--- src/rtl/uart_mon_pkg.sv ---
// Shared types, constants and helpers for the UART frame monitor.
// Optional feature macro: UART_MON_COUNTERS_EN (see uart_mon_channel).
package uart_mon_pkg;

  typedef enum logic [2:0] {
    ST_IDLE   = 3'd0,
    ST_START  = 3'd1,
    ST_DATA   = 3'd2,
    ST_PARITY = 3'd3,
    ST_STOP1  = 3'd4,
    ST_STOP2  = 3'd5
  } mon_state_e;

  localparam logic [2:0] PAR_NONE   = 3'd0;
  localparam logic [2:0] PAR_ODD    = 3'd1;
  localparam logic [2:0] PAR_EVEN   = 3'd2;
  localparam logic [2:0] PAR_STICK0 = 3'd3;
  localparam logic [2:0] PAR_STICK1 = 3'd4;

  localparam int unsigned OVERSAMPLE = 16;
  localparam logic [3:0] TICK_LAST    = 4'(OVERSAMPLE - 1);
  localparam logic [3:0] SAMPLE_EARLY = 4'd7;
  localparam logic [3:0] SAMPLE_MID   = 4'd8;
  localparam logic [3:0] SAMPLE_LATE  = 4'd9;

  // Out-of-range data lengths fall back to the common 8-bit format.
  function automatic logic [3:0] eff_data_bits(input logic [3:0] cfg);
    if ((cfg >= 4'd5) && (cfg <= 4'd9)) begin
      eff_data_bits = cfg;
    end else begin
      eff_data_bits = 4'd8;
    end
  endfunction

  function automatic logic parity_enabled(input logic [2:0] mode);
    case (mode)
      PAR_ODD, PAR_EVEN, PAR_STICK0, PAR_STICK1: parity_enabled = 1'b1;
      default:                                   parity_enabled = 1'b0;
    endcase
  endfunction

  // Unused upper data bits are zero, so reducing all 9 bits is safe.
  function automatic logic expected_parity(input logic [2:0] mode, input logic [8:0] data);
    case (mode)
      PAR_ODD:    expected_parity = ~(^data);
      PAR_EVEN:   expected_parity = ^data;
      PAR_STICK0: expected_parity = 1'b0;
      PAR_STICK1: expected_parity = 1'b1;
      default:    expected_parity = 1'b0;
    endcase
  endfunction

  function automatic logic majority3(input logic a, input logic b, input logic c);
    majority3 = (a & b) | (a & c) | (b & c);
  endfunction

endpackage

--- src/rtl/uart_mon_channel.sv ---
// One monitored line: synchronizer, frame FSM, holding register and frame counter.
// Frame counter exists only when UART_MON_COUNTERS_EN is defined.
module uart_mon_channel
  import uart_mon_pkg::*;
#(
  parameter int CNT_W = 16
) (
  input  logic             clk_i,
  input  logic             rst_i,
  input  logic             tick_i,
  input  logic [3:0]       data_bits_i,
  input  logic [2:0]       parity_i,
  input  logic             stop2_i,
  input  logic             line_i,
  input  logic             frame_ready_i,
  output logic             frame_valid_o,
  output logic [8:0]       frame_data_o,
  output logic             parity_err_o,
  output logic             frame_err_o,
  output logic             overrun_o,
  output logic             busy_o,
  output logic [CNT_W-1:0] frame_cnt_o
);

  logic [1:0] sync_q;
  mon_state_e state_q;
  logic       busy_q;
  logic [3:0] tcnt_q;
  logic [3:0] bit_idx_q;
  logic [1:0] samp_q;
  logic [8:0] shift_q;
  logic       perr_q;
  logic       ferr_q;

  logic       hold_valid_q;
  logic [8:0] hold_data_q;
  logic       hold_perr_q;
  logic       hold_ferr_q;
  logic       ovr_q;

  logic       line_sync_s;
  logic       bit_s;
  logic [3:0] last_idx_s;
  logic       done_s;
  logic       fin_ferr_s;

  assign line_sync_s = sync_q[1];
  assign bit_s       = majority3(samp_q[0], samp_q[1], line_sync_s);
  assign last_idx_s  = eff_data_bits(data_bits_i) - 4'd1;
  assign done_s      = tick_i && (tcnt_q == SAMPLE_LATE) &&
                       (((state_q == ST_STOP1) && !stop2_i) || (state_q == ST_STOP2));
  assign fin_ferr_s  = ferr_q | ~bit_s;

  always_ff @(posedge clk_i) begin
    if (rst_i) begin
      sync_q <= 2'b11;
    end else begin
      sync_q <= {sync_q[0], line_i};
    end
  end

  // Bits are sampled at ticks 7/8/9 and the state advances at tick 15, so
  // each bit's samples always come from that bit's own window.
  always_ff @(posedge clk_i) begin
    if (rst_i) begin
      state_q   <= ST_IDLE;
      busy_q    <= 1'b0;
      tcnt_q    <= 4'd0;
      bit_idx_q <= 4'd0;
      samp_q    <= 2'b11;
      shift_q   <= 9'd0;
      perr_q    <= 1'b0;
      ferr_q    <= 1'b0;
    end else if (tick_i) begin
      tcnt_q <= tcnt_q + 4'd1;
      if (tcnt_q == SAMPLE_EARLY) samp_q[0] <= line_sync_s;
      if (tcnt_q == SAMPLE_MID)   samp_q[1] <= line_sync_s;
      case (state_q)
        ST_IDLE: begin
          tcnt_q <= 4'd0;
          if (!line_sync_s) begin
            state_q   <= ST_START;
            busy_q    <= 1'b1;
            bit_idx_q <= 4'd0;
            shift_q   <= 9'd0;
            perr_q    <= 1'b0;
            ferr_q    <= 1'b0;
          end
        end
        ST_START: begin
          if ((tcnt_q == SAMPLE_MID) && line_sync_s) begin
            state_q <= ST_IDLE;
            busy_q  <= 1'b0;
          end else if (tcnt_q == TICK_LAST) begin
            state_q <= ST_DATA;
          end
        end
        ST_DATA: begin
          if (tcnt_q == SAMPLE_LATE) shift_q[bit_idx_q] <= bit_s;
          if (tcnt_q == TICK_LAST) begin
            if (bit_idx_q >= last_idx_s) begin
              bit_idx_q <= 4'd0;
              state_q   <= parity_enabled(parity_i) ? ST_PARITY : ST_STOP1;
            end else begin
              bit_idx_q <= bit_idx_q + 4'd1;
            end
          end
        end
        ST_PARITY: begin
          if (tcnt_q == SAMPLE_LATE) perr_q <= (bit_s != expected_parity(parity_i, shift_q));
          if (tcnt_q == TICK_LAST) state_q <= ST_STOP1;
        end
        ST_STOP1: begin
          if (tcnt_q == SAMPLE_LATE) begin
            ferr_q <= fin_ferr_s;
            if (!stop2_i) begin
              state_q <= ST_IDLE;
              busy_q  <= 1'b0;
            end
          end else if ((tcnt_q == TICK_LAST) && stop2_i) begin
            state_q <= ST_STOP2;
          end
        end
        ST_STOP2: begin
          if (tcnt_q == SAMPLE_LATE) begin
            ferr_q  <= fin_ferr_s;
            state_q <= ST_IDLE;
            busy_q  <= 1'b0;
          end
        end
        default: begin
          state_q <= ST_IDLE;
          busy_q  <= 1'b0;
        end
      endcase
    end
  end

  // One-entry holding register; a completion that finds it full is dropped.
  always_ff @(posedge clk_i) begin
    if (rst_i) begin
      hold_valid_q <= 1'b0;
      hold_data_q  <= 9'd0;
      hold_perr_q  <= 1'b0;
      hold_ferr_q  <= 1'b0;
      ovr_q        <= 1'b0;
    end else begin
      ovr_q <= 1'b0;
      if (done_s) begin
        if (!hold_valid_q || frame_ready_i) begin
          hold_valid_q <= 1'b1;
          hold_data_q  <= shift_q;
          hold_perr_q  <= perr_q;
          hold_ferr_q  <= fin_ferr_s;
        end else begin
          ovr_q <= 1'b1;
        end
      end else if (frame_ready_i) begin
        hold_valid_q <= 1'b0;
      end
    end
  end

`ifdef UART_MON_COUNTERS_EN
  logic [CNT_W-1:0] cnt_q;

  // Saturating count of every completed frame, dropped ones included.
  always_ff @(posedge clk_i) begin
    if (rst_i) begin
      cnt_q <= {CNT_W{1'b0}};
    end else if (done_s && (cnt_q != {CNT_W{1'b1}})) begin
      cnt_q <= cnt_q + {{(CNT_W-1){1'b0}}, 1'b1};
    end
  end

  assign frame_cnt_o = cnt_q;
`else
  assign frame_cnt_o = {CNT_W{1'b0}};
`endif

  assign frame_valid_o = hold_valid_q;
  assign frame_data_o  = hold_data_q;
  assign parity_err_o  = hold_perr_q;
  assign frame_err_o   = hold_ferr_q;
  assign overrun_o     = ovr_q;
  assign busy_o        = busy_q;

endmodule

--- src/rtl/uart_frame_monitor.sv ---
// Multi-channel UART frame monitor: shared 16x prescaler plus one channel per line.
// Per-channel frame counters are enabled by defining UART_MON_COUNTERS_EN.
module uart_frame_monitor
  import uart_mon_pkg::*;
#(
  parameter int CHANNELS   = 2,
  parameter int PRESCALE_W = 16,
  parameter int CNT_W      = 16
) (
  input  logic                      clk_i,
  input  logic                      rst_i,
  input  logic [PRESCALE_W-1:0]     prescale_i,
  input  logic [3:0]                data_bits_i,
  input  logic [2:0]                parity_i,
  input  logic                      stop2_i,
  input  logic [CHANNELS-1:0]       line_i,
  output logic [CHANNELS-1:0]       frame_valid_o,
  input  logic [CHANNELS-1:0]       frame_ready_i,
  output logic [CHANNELS*9-1:0]     frame_data_o,
  output logic [CHANNELS-1:0]       parity_err_o,
  output logic [CHANNELS-1:0]       frame_err_o,
  output logic [CHANNELS-1:0]       overrun_o,
  output logic [CHANNELS-1:0]       busy_o,
  output logic [CHANNELS*CNT_W-1:0] frame_cnt_o
);

  logic [PRESCALE_W-1:0] pre_q;
  logic                  tick_s;

  // >= rather than == so a lowered prescale never strands the counter.
  assign tick_s = (pre_q >= prescale_i);

  always_ff @(posedge clk_i) begin
    if (rst_i) begin
      pre_q <= {PRESCALE_W{1'b0}};
    end else if (tick_s) begin
      pre_q <= {PRESCALE_W{1'b0}};
    end else begin
      pre_q <= pre_q + {{(PRESCALE_W-1){1'b0}}, 1'b1};
    end
  end

  for (genvar g = 0; g < CHANNELS; g++) begin : g_ch
    uart_mon_channel #(
      .CNT_W(CNT_W)
    ) u_ch (
      .clk_i         (clk_i),
      .rst_i         (rst_i),
      .tick_i        (tick_s),
      .data_bits_i   (data_bits_i),
      .parity_i      (parity_i),
      .stop2_i       (stop2_i),
      .line_i        (line_i[g]),
      .frame_ready_i (frame_ready_i[g]),
      .frame_valid_o (frame_valid_o[g]),
      .frame_data_o  (frame_data_o[g*9 +: 9]),
      .parity_err_o  (parity_err_o[g]),
      .frame_err_o   (frame_err_o[g]),
      .overrun_o     (overrun_o[g]),
      .busy_o        (busy_o[g]),
      .frame_cnt_o   (frame_cnt_o[g*CNT_W +: CNT_W])
    );
  end

endmodule

--- config.mk ---
export PLATFORM = sky130hd
export DESIGN_NAME = uart_frame_monitor
export DESIGN_NICKNAME = d
export VERILOG_FILES = /design/src/rtl/uart_mon_pkg.sv /design/src/rtl/uart_mon_channel.sv /design/src/rtl/uart_frame_monitor.sv
export SDC_FILE = /design/constraint.sdc
export NUM_CORES = 1
export LEC_CHECK = 0
export BUFFER_PORTS_ARGS = -buffer_cell sky130_fd_sc_hd__buf_2
export CAP_MARGIN = 15
export CORE_ASPECT_RATIO = 1.5
export CORE_MARGIN = 3
export CORE_UTILIZATION = 58
export CTS_BUF_LIST = sky130_fd_sc_hd__clkbuf_16
export DETAILED_ROUTE_END_ITERATION = 10
export PLACE_DENSITY_LB_ADDON = 0.1
export SETUP_SLACK_MARGIN = 0.4
export SYNTH_ARGS = -nofsm -noshare
export SYNTH_HDL_FRONTEND = slang
export SYNTH_SLANG_ARGS = --single-unit
--- constraint.sdc ---
create_clock -name clk_i -period 6.7 [get_ports clk_i]
set_input_delay 0 -clock clk_i [delete_from_list [all_inputs] [get_ports clk_i]]
set_output_delay 0 -clock clk_i [all_outputs]
set_load 0.02 [all_outputs]
## After elaboration in Yosys (flattened, before gate mapping)

Index checks and enable logic that the tools add are counted.

- Input port bits: 30
- Flip-flop bits (word level): 96
- Output and inout bits: 60
- Logic and storage cells: 276

- Reduce and logical (&&, ||, !) cells: 60
- Equality and inequality tests: 54
- Add/sub/neg operators: 6
- Bitwise logic cells: 20
- Muxes and demuxes: 96
- Magnitude comparators: 9

Operators by type and width:

| kind | count |
|---|---|
| $mux W3 | 21 |
| $mux W1 | 44 |
| $mux W4 | 9 |
| $mux W9 | 4 |
| $ne A2 B1 Y1 const B | 18 |
| $pmux W3 S6 | 2 |
| $pmux W9 S2 | 2 |
| $reduce_and A4 Y1 | 8 |
| $eq A4 B4 Y1 const B | 6 |
| $bwmux W9 | 2 |
| $eq A3 B2 Y1 const B | 6 |
| $reduce_and A9 Y1 | 2 |
| $reduce_xor A9 Y1 | 2 |
| $add A16 B1 Y16 const B | 1 |
| $add A4 B1 Y4 const B | 4 |
| $ge A16 B16 Y1 | 1 |
| $pmux W4 S2 | 2 |
| $reduce_and A2 Y1 | 8 |
| $reduce_bool A2 Y1 | 8 |
| $eq A3 B3 Y1 const B | 5 |
| $reduce_and A7 Y1 | 2 |
| $reduce_or A2 Y1 | 7 |
| $logic_and A1 B1 Y1 | 13 |
| $ne A2 B2 Y1 const B | 6 |
| 23 further kinds | 62 |

## Longest topological paths before layout

Gate-level depths: netlist of the first run.

- Depth after elaboration: 14
- Depth in mapped cells: 11
- Gate-level depth less buffers: 10

## Hierarchy

Synthesis of the first run repeated with hierarchy kept, for this count alone.

- Cells, all modules: 708
- Area total of the unflattened synthesis: 5,984.5 um2

Modules (own cells, without submodules):

| module | cells an instance | instances | area an instance (um2) | seq. area each (um2) |
|---|---|---|---|---|
| uart_mon_channel (g_ch[1].u_ch) | 288 | 1 | 2,377.3 | 800.8 |
| uart_mon_channel (g_ch[0].u_ch) | 279 | 1 | 2,343.5 | 800.8 |
| uart_frame_monitor | 141 | 1 | 1,263.7 | 320.3 |

## Least setup slack after synthesis of the first run

OpenSTA, ideal clock, no wires.

- Path kind: register -> register
- Start point: reg pre_q[0]
- End point: reg g_ch[1].u_ch.bit_idx_q[3]
- Library setup time: 0.135 ns
- Path slack: 4.266 ns
- Cell stages (with the launch flop): 12
- Path buffers: 2
- Arrival: 2.299 ns
- Data required time: 6.565 ns
- Period minus slack after synthesis: 2.434 ns
- Cells stage by stage: dfxtp_1 > inv_1 > ha_1 > or3b_1 > o2111ai_1 > a31o_2 > a311oi_4 > nor2_4 > buf_6 > buf_2 > o311ai_0 > o41ai_1

- Longest elaborated chain between the ends: 2

RTL lines:

| element | line | source |
|---|---|---|
| from (decl) | uart_frame_monitor.sv:27 | `logic [PRESCALE_W-1:0] pre_q;` |
| from (signal assigned) | uart_frame_monitor.sv:35 | `pre_q <= {PRESCALE_W{1'b0}};` |
| from (signal assigned) | uart_frame_monitor.sv:37 | `pre_q <= {PRESCALE_W{1'b0}};` |
| from (signal assigned) | uart_frame_monitor.sv:39 | `pre_q <= pre_q + {{(PRESCALE_W-1){1'b0}}, 1'b1};` |
| $ge A16 B16 Y1 | uart_frame_monitor.sv:31 | `assign tick_s = (pre_q >= prescale_i);` |
| $reduce_and A4 Y1 (no source line) | - |  |
| to (signal assigned) | uart_mon_channel.sv:105 | `bit_idx_q <= bit_idx_q + 4'd1;` |
| to (decl) | uart_mon_channel.sv:29 | `logic [3:0] bit_idx_q;` |

No other way between the ends.
A chain may end at the register's enable or synchronous reset.

## Final worst setup path of the first run

- Start point: reg pre_q[10]
- End point: reg pre_q[14]

- Longest elaborated chain between the ends: 2
- Elaborated cells between the ends (all ways): 3
- Classes of those cells: add/sub (1); order compare (1); reduce/logical (1)

RTL lines:

| element | line |
|---|---|
| $ge A16 B16 Y1 | uart_frame_monitor.sv:31 |
| $reduce_or A2 Y1 (no source line) | - |

Several ways; a longest one is shown, not always the timed one.

==> impl_results.md, run 1 <==
* Library cells used by synthesis at 63
* Top cell type's share of synthesized area at 0.3262
* First-pass GRT wire length at 22,340 microns
* Sequential-to-total area share from yosys stat at 0.3262
* Vias at 5,133
* Synthesized instance count at 720
* Crit-path cells: ha_1 -> a21o_1 -> a221oi_2 -> a21boi_4 -> a311oi_4 -> nor2_4 -> nand2_1 -> nor2_1
* Initial antenna violation count at 0
* Multi-input gate area in the final layout at around 0.0035 sq mm
* Area after DPL at 0.005983 sq mm
* RePlAce Congestion at 0.9147
* Worst endpoint required time at 6.97 ns
* Crit-path max cell delay at 0.60 ns
* TritonCTS Buffers at 9
* Reg2Reg Depth at 8
* Core area at 0.009799 sq mm
* Synth Cell Area at 0.005892 sq mm
* Reg clk slew, reported paths at roughly 0.07 ns
* RSZ-0062 raised after global routing: no
* Starting Density at 0.6013
* Synthesis-to-layout area growth at 6.328%
* Run status: finished, final reports clean
* FMAX at 0.3283 GHz
* Top post-synthesis cells by area: dfxtp_1 33%, ha_1 8.1%, a21oi_1 6.7%, buf_4 5.4%, nand3_1 4.7%
* Filler instances at 930
* Ports at 90
* Met1 usage at 0.2617
* Hold endpoint: g_ch[0].u_ch.frame_data_o[6]
* WL/cell at ~16 microns
* H-tree levels at 3
* Worst hold slack at roughly 0.16 ns
* Power consumption at 1.113 mW
* WHS Path Cells at 4
* Root Driver: clkbuf_16
* Post-synth EDFFs at 0
* Final hold vios at 0
* CTS max path bufs at 2
* Most frequent cells after synthesis: 96 x dfxtp_1, 79 x a21oi_1, 55 x nand3_1, 55 x o21ai_0, 45 x nor2_1
* Setup CP Type: flip-flop to flip-flop
* First-iteration detailed-routing DRC count at 327
* Drc violations at 0
* Final cycle utilization of the critical path at 0.4547
* Slowest cell on crit path: nor2_4
* Ant diodes at 0
* Final ANT Viol Nets at 0
* Placed insts at between 800 and 900
* Count leader, synth: dfxtp_1
* Grt total ovfl at 0
* Critical path arrival at ~3.3 ns
* Aggregate routed wire length at 13,620 microns
* Worst Max-Slew Pin Slew at approximately 1.1 ns
* Max VDD drop at 0.1187 mV
* Vias in the first global route at ~5,000
* Port bufs at 57
* Hold path startpoint: frame_ready_i[0]
* Die ar. at 0.01143 sq mm
* Die H at between 100 and 150 microns
* CTS tree: built
* Post-CTS Setup Bufs at 0
* Vias per cell at 5.948
* Setup crit end kind: flip-flop
* Sequential Area at around 0.0019 sq mm
* Endpoints failing setup at 0
* Clock Skews at around 0.0074 ns
* HP Class: input port to flip-flop
* Power Density at around 180 mW/mm^2
* Yosys reg bits at 96
* Final min period at 3.046 ns
* YS warnings at 0
* Worst r2r src: pre_q[10]
* Clk_lat worst skew at between 0.3 and 0.4 ns
* Mean Syn Cell Area at 8.183 sq um
* Row count at 44
* Slew HR at 0.2610
* Final Instance Area at 0.006265 sq mm
* Non-filler cells, final at 863
* Count of pins over their slew limit at 0
* GR met2 Demand/Resource at 0.4456
* Layout cell share with drive strength beyond 1 at 0.1176
* Dpl hpwl at 10,290 microns
* Top_reg_cell synth: dfxtp_1
* TritonRoute pass-1 iters at 5
* GR peak layer: met2
* Leakage at 2.578 nW
* Post-Route Setup TNS at 0 ns
* FFs w/ async S/R, synth at 0
* R2r endpoint: pre_q[14]
* Die Width at 88.30 microns
* Met3 Track Usage GR at 0.04326
* Final nets at 812
* Max FO, Critical Path at 34
* TritonCTS Sinks at 96
* Leading area contributor after synthesis: dfxtp_1
* GRT Util Overall at 0.2419
* FF-to-FF setup slack at 3.65 ns
* Largest net degree at the start of global routing at 72
* CP Launch Type: flip-flop
* Max_cap viols at 0
==> report_power, final <==
group | switching (mW) | internal (mW) | total (mW) | leakage (nW)
clock network | 0.218 | 0.247 | 0.465 | 0.123
registers | 0.00329 | 0.573 | 0.576 | 0.775
logic | 0.0493 | 0.0225 | 0.0718 | 1.68
total | 0.270 | 0.843 | 1.11 | 2.58
==> area by class of cell <==
| type | count | share of cell area |
|---|---|---|
| multi-input combinational | 544 | 0.5582 |
| clock inverter | 6 | 0.005792 |
| tap | 115 | 0.02297 |
| clock buffer | 9 | 0.03595 |
| inverter | 32 | 0.01917 |
| sequential | 96 | 0.3068 |
| timing repair buffer | 61 | 0.05113 |
==> through the flow <==
step	setup WS, ns	utilization
floorplan	4.266	-
global placement	3.803	0.6106
detailed placement	3.681	0.6106
CTS	3.663	0.6393
global route	3.432	0.6393
finish	3.654	0.6393
==> kinds of logic (layout without fill, tap and decap cells) <==
kind of cell | after synthesis | count (layout) | share of synthesized area
AO/OA/AOI/OAI | 205 | 205 | 0.2209
XOR/XNOR | 30 | 30 | 0.05394
adder cells (fa/ha/maj) | 41 | 41 | 0.08579
buffers and inverters | 111 | 108 | 0.1000
flip-flops | 96 | 96 | 0.3262
multiplexers | 4 | 4 | 0.006796
other | 1 | 32 | 0.0006365
AND/OR/NAND/NOR | 232 | 232 | 0.2058
==> sequential cells by signal, summed over array words and instances, names as in the netlist, 4 cells and up <==
signal	count
g_ch.u_ch.frame_data_o	18
g_ch.u_ch.shift_q	18
pre_q	16
g_ch.u_ch.bit_idx_q	8
g_ch.u_ch.tcnt_q	8
g_ch.u_ch.state_q	6
g_ch.u_ch.samp_q	4
g_ch.u_ch.sync_q	4
==> metal layers <==
metal / part of all wire / vias to the layer above
li1: - / 2560
met1: 0.39 / 2418
met2: 0.54 / 125
met3: 0.037 / 30
met4: 0.031 / 0
met5: 0 / -
==> worst max-delay path: cells and delay by family, from the launching register on <==
family	cells	cell delay, ns
AOI/OAI and AO/OA	4	0.97
adders and majority gates	1	0.28
DFF	1	0.40
and+or+nand+nor	3	1.32
==> cell usage in the layout, fill, tap and decap left out, drive strengths merged, types with 11 or more instances in the layout <==
cell,netlist,routed
nand3,55,55
o21ai,57,57
xor2,15,15
conb,1,32
buf,50,59
a21oi,79,79
xnor2,11,11
inv,31,32
ha,38,38
nor3,12,12
dfxtp,96,96
nand2,43,43
nor2,46,46
==> worst max-delay path by stage <==
| stage | endpoint | slack [ns] | start |
|---|---|---|---|
| 2_1_floorplan | g_ch[1].u_ch.bit_idx_q[3] | 4.27 | pre_q[0] |
| 3_5_place_dp | pre_q[14] | 3.68 | pre_q[10] |
| 6_report | pre_q[14] | 3.65 | pre_q[10] |
| 4_1_cts | pre_q[14] | 3.66 | pre_q[10] |
| 3_3_place_gp | pre_q[7] | 3.80 | pre_q[10] |
| 5_1_grt | pre_q[13] | 3.43 | pre_q[0] |
==> repair_timing <==
action	in CTS	in global routing
setup endpoints to repair	0	0
hold endpoints to repair	2	0
hold buffers	2	0
resized for setup	0	0
Note: power is estimated with default switching activity, not from simulation.
==> run 2: changes to the inputs <==
Settings changed: CORE_UTILIZATION 58 to 52.
Clock period 6.7 ns to 2.51 ns, I/O delays scaled along.
==> impl_results.md, run 2 (synthesized netlist as in run 1, its figures left out) <==
* Starting Density at 0.5329 (-0.06832)
* CP Launch Type: flip-flop
* Post-layout util at 0.6898 (+0.05049)
* Most common cell after layout, fill and taps aside: dfxtp_1
* Power Density at 411.3 mW/mm^2 (+130%)
* Synthesis-to-layout area growth at 29.43%
* Max_cap viols at 0 (unchanged)
* Final nets at 872 (+7.4%)
* Worst Max-Slew Pin Slew at 1.072 ns (-0.03426 ns)
* GR peak layer: met2
* Clock Skews at 0.007606 ns (+0.0002311 ns)
* Post-Route Setup TNS at 0 ns (unchanged)
* Port bufs at 57 (unchanged)
* Die H at 136.4 microns (+5.4%)
* Grt total ovfl at 0 (unchanged)
* Final Worst Setup Slack at 0.08593 ns (-3.568 ns)
* Max VDD drop at 0.4233 mV (+260%)
* Row count at 47 (+6.8%)
* Met1 usage at 0.2712 (+0.009524)
* Slowest cell on crit path: dfxtp_4
* Buf+Inv Stages, Crit Path at 2 (+2)
* RePlAce Congestion at 0.9053 (-1.0%)
* Ant diodes at 0 (unchanged)
* Final min period at 2.424 ns (-0.6223 ns)
* WL/cell at 16.77 microns (+6.3%)
* TritonCTS Sinks at 96 (unchanged)
* Die Width at 92.91 microns (+5.2%)
* Dpl hpwl at 10,560 microns (+2.6%)
* Most frequent cells in the layout: 91 x dfxtp_1, 76 x a21oi_1, 57 x buf_2
* HP Class: input port to flip-flop
* Final ANT Viol Nets at 0 (unchanged)
* Filler instances at 900 (-3.2%)
* Final hold vios at 0 (unchanged)
* Root Driver: clkbuf_16
* TritonRoute pass-1 iters at 5 (unchanged)
* Clk_lat worst skew at 0.35 ns (about the same)
* Worst slack at placement at -0.04851 ns (-3.729 ns)
* Ports at 90 (unchanged)
* First-pass GRT wire length at 25,100 microns (+12%)
* Setup CP Type: flip-flop to flip-flop
* Run status: finished, final reports clean
* Multi-input gate area in the final layout at 0.004198 sq mm (+20%)
* Leakage at 2.965 nW (+15%)
* Reg clk slew, reported paths at 0.07 ns (about the same)
* H-tree levels at 3 (unchanged)
* Max FO, Critical Path at 7 (-79%)
* TritonCTS Buffers at 9 (unchanged)
* Met3 Track Usage GR at 0.04208 (-0.001175)
* Crit-path cells: ha_4 -> a21o_1 -> a221oi_4 -> a21boi_4 -> a311oi_4 -> buf_12 -> buf_8 -> o2111a_2 -> a21oi_2 -> nor3_1
* GR met2 Demand/Resource at 0.4569 (+0.01134)
* Layout cell share with drive strength beyond 1 at 0.3053 (+0.1877)
* Drc violations at 0 (unchanged)
* Crit-path max cell delay at 0.36 ns (-0.24 ns)
* Aggregate routed wire length at 16,030 microns (+18%)
* Vias per cell at 5.764 (-3.1%)
* CTS tree: built
* Worst endpoint required time at 2.71 ns (-4.26 ns)
* Initial antenna violation count at 0 (unchanged)
* Count of pins over their slew limit at 0 (unchanged)
* Largest net degree at the start of global routing at 71 (-1.4%)
* Vias at 5,510 (+7.3%)
* RSZ-0062 raised after global routing: yes
* Setup crit end kind: flip-flop
* GRT Util Overall at 0.2438 (+0.001968)
* CTS max path bufs at 2 (unchanged)
* Final cycle utilization of the critical path at 0.9658 (+0.5111)
* Vias in the first global route at 5,233 (+5.6%)
* Sequential Area at 0.001933 sq mm (+0.59%)
* Core area at 0.01106 sq mm (+13%)
* Critical path arrival at 2.62 ns (-0.70 ns)
* First-iteration detailed-routing DRC count at 280 (-14%)
* Die ar. at 0.01267 sq mm (+11%)
* Slew HR at 0.2809 (+0.01984)
* CP top delay family: compound AO/OA/AOI/OAI gates
* FMAX at 0.4125 GHz (+26%)
* Endpoints failing setup at 0 (unchanged)
[run 2: report_power, final]
| part | switching, mW | internal, mW | leakage [nW] |
|---|---|---|---|
| clock network | 0.595 | 0.762 | 0.134 |
| registers | 0.00635 | 1.53 | 0.777 |
| logic | 0.161 | 0.0835 | 2.05 |
| total | 0.763 | 2.37 | 2.97 |
[run 2: timing repair]
item,CTS,global route
pin swaps,75,27
hold endpoints to repair,2,0
hold buffers,2,0
setup endpoints to repair,92,92
setup buffers,10,5
gates cloned,7,2
resized for setup,101,78
[run 2: tightest hold or removal path, cell delays in order]
cell	delay (ns)
buf_2	0.09
nor2b_1	0.13
o21ai_0	0.19
a21oi_1	0.06
[run 2: cell type report]
type / instances / share of cell area
sequential: 96 / 0.2535
multi-input combinational: 548 / 0.5505
inverter: 32 / 0.01575
timing repair buffer: 117 / 0.1183
tap: 147 / 0.02412
clock inverter: 7 / 0.008368
clock buffer: 9 / 0.02953
[run 2: metrics by stage]
step / hold slack (ns) / std cells / power, mW / area [sq um]
after floorplan: 0.1038 / 751 / 1.746 / 6152
after global placement: 0.1841 / 914 / 1.769 / 6415
after detailed placement: 0.1862 / 914 / 1.774 / 6415
after CTS: 0.1583 / 949 / 3.140 / 7231
after global routing: 0.2124 / 956 / 3.245 / 7626
final: 0.1777 / 956 / 3.136 / 7626
[run 2: final timing paths]
path | slack (ns) | to | startpoint | cells after the start
max | 0.09 | g_ch[0].u_ch.frame_err_o | pre_q[10] | 10
min | 0.18 | g_ch[0].u_ch.frame_data_o[8] | frame_ready_i[0] | 4
max reg2reg | 0.09 | g_ch[0].u_ch.frame_err_o | pre_q[10] | 10
min reg2reg | 0.41 | g_ch[0].u_ch.sync_q[1] | g_ch[0].u_ch.sync_q[0] | 1
[run 2: layer usage]
layer,vias to the layer above,share of wire
met3,35,0.042
met2,165,0.54
met5,-,0
li1,2683,-
met1,2627,0.39
met4,0,0.028
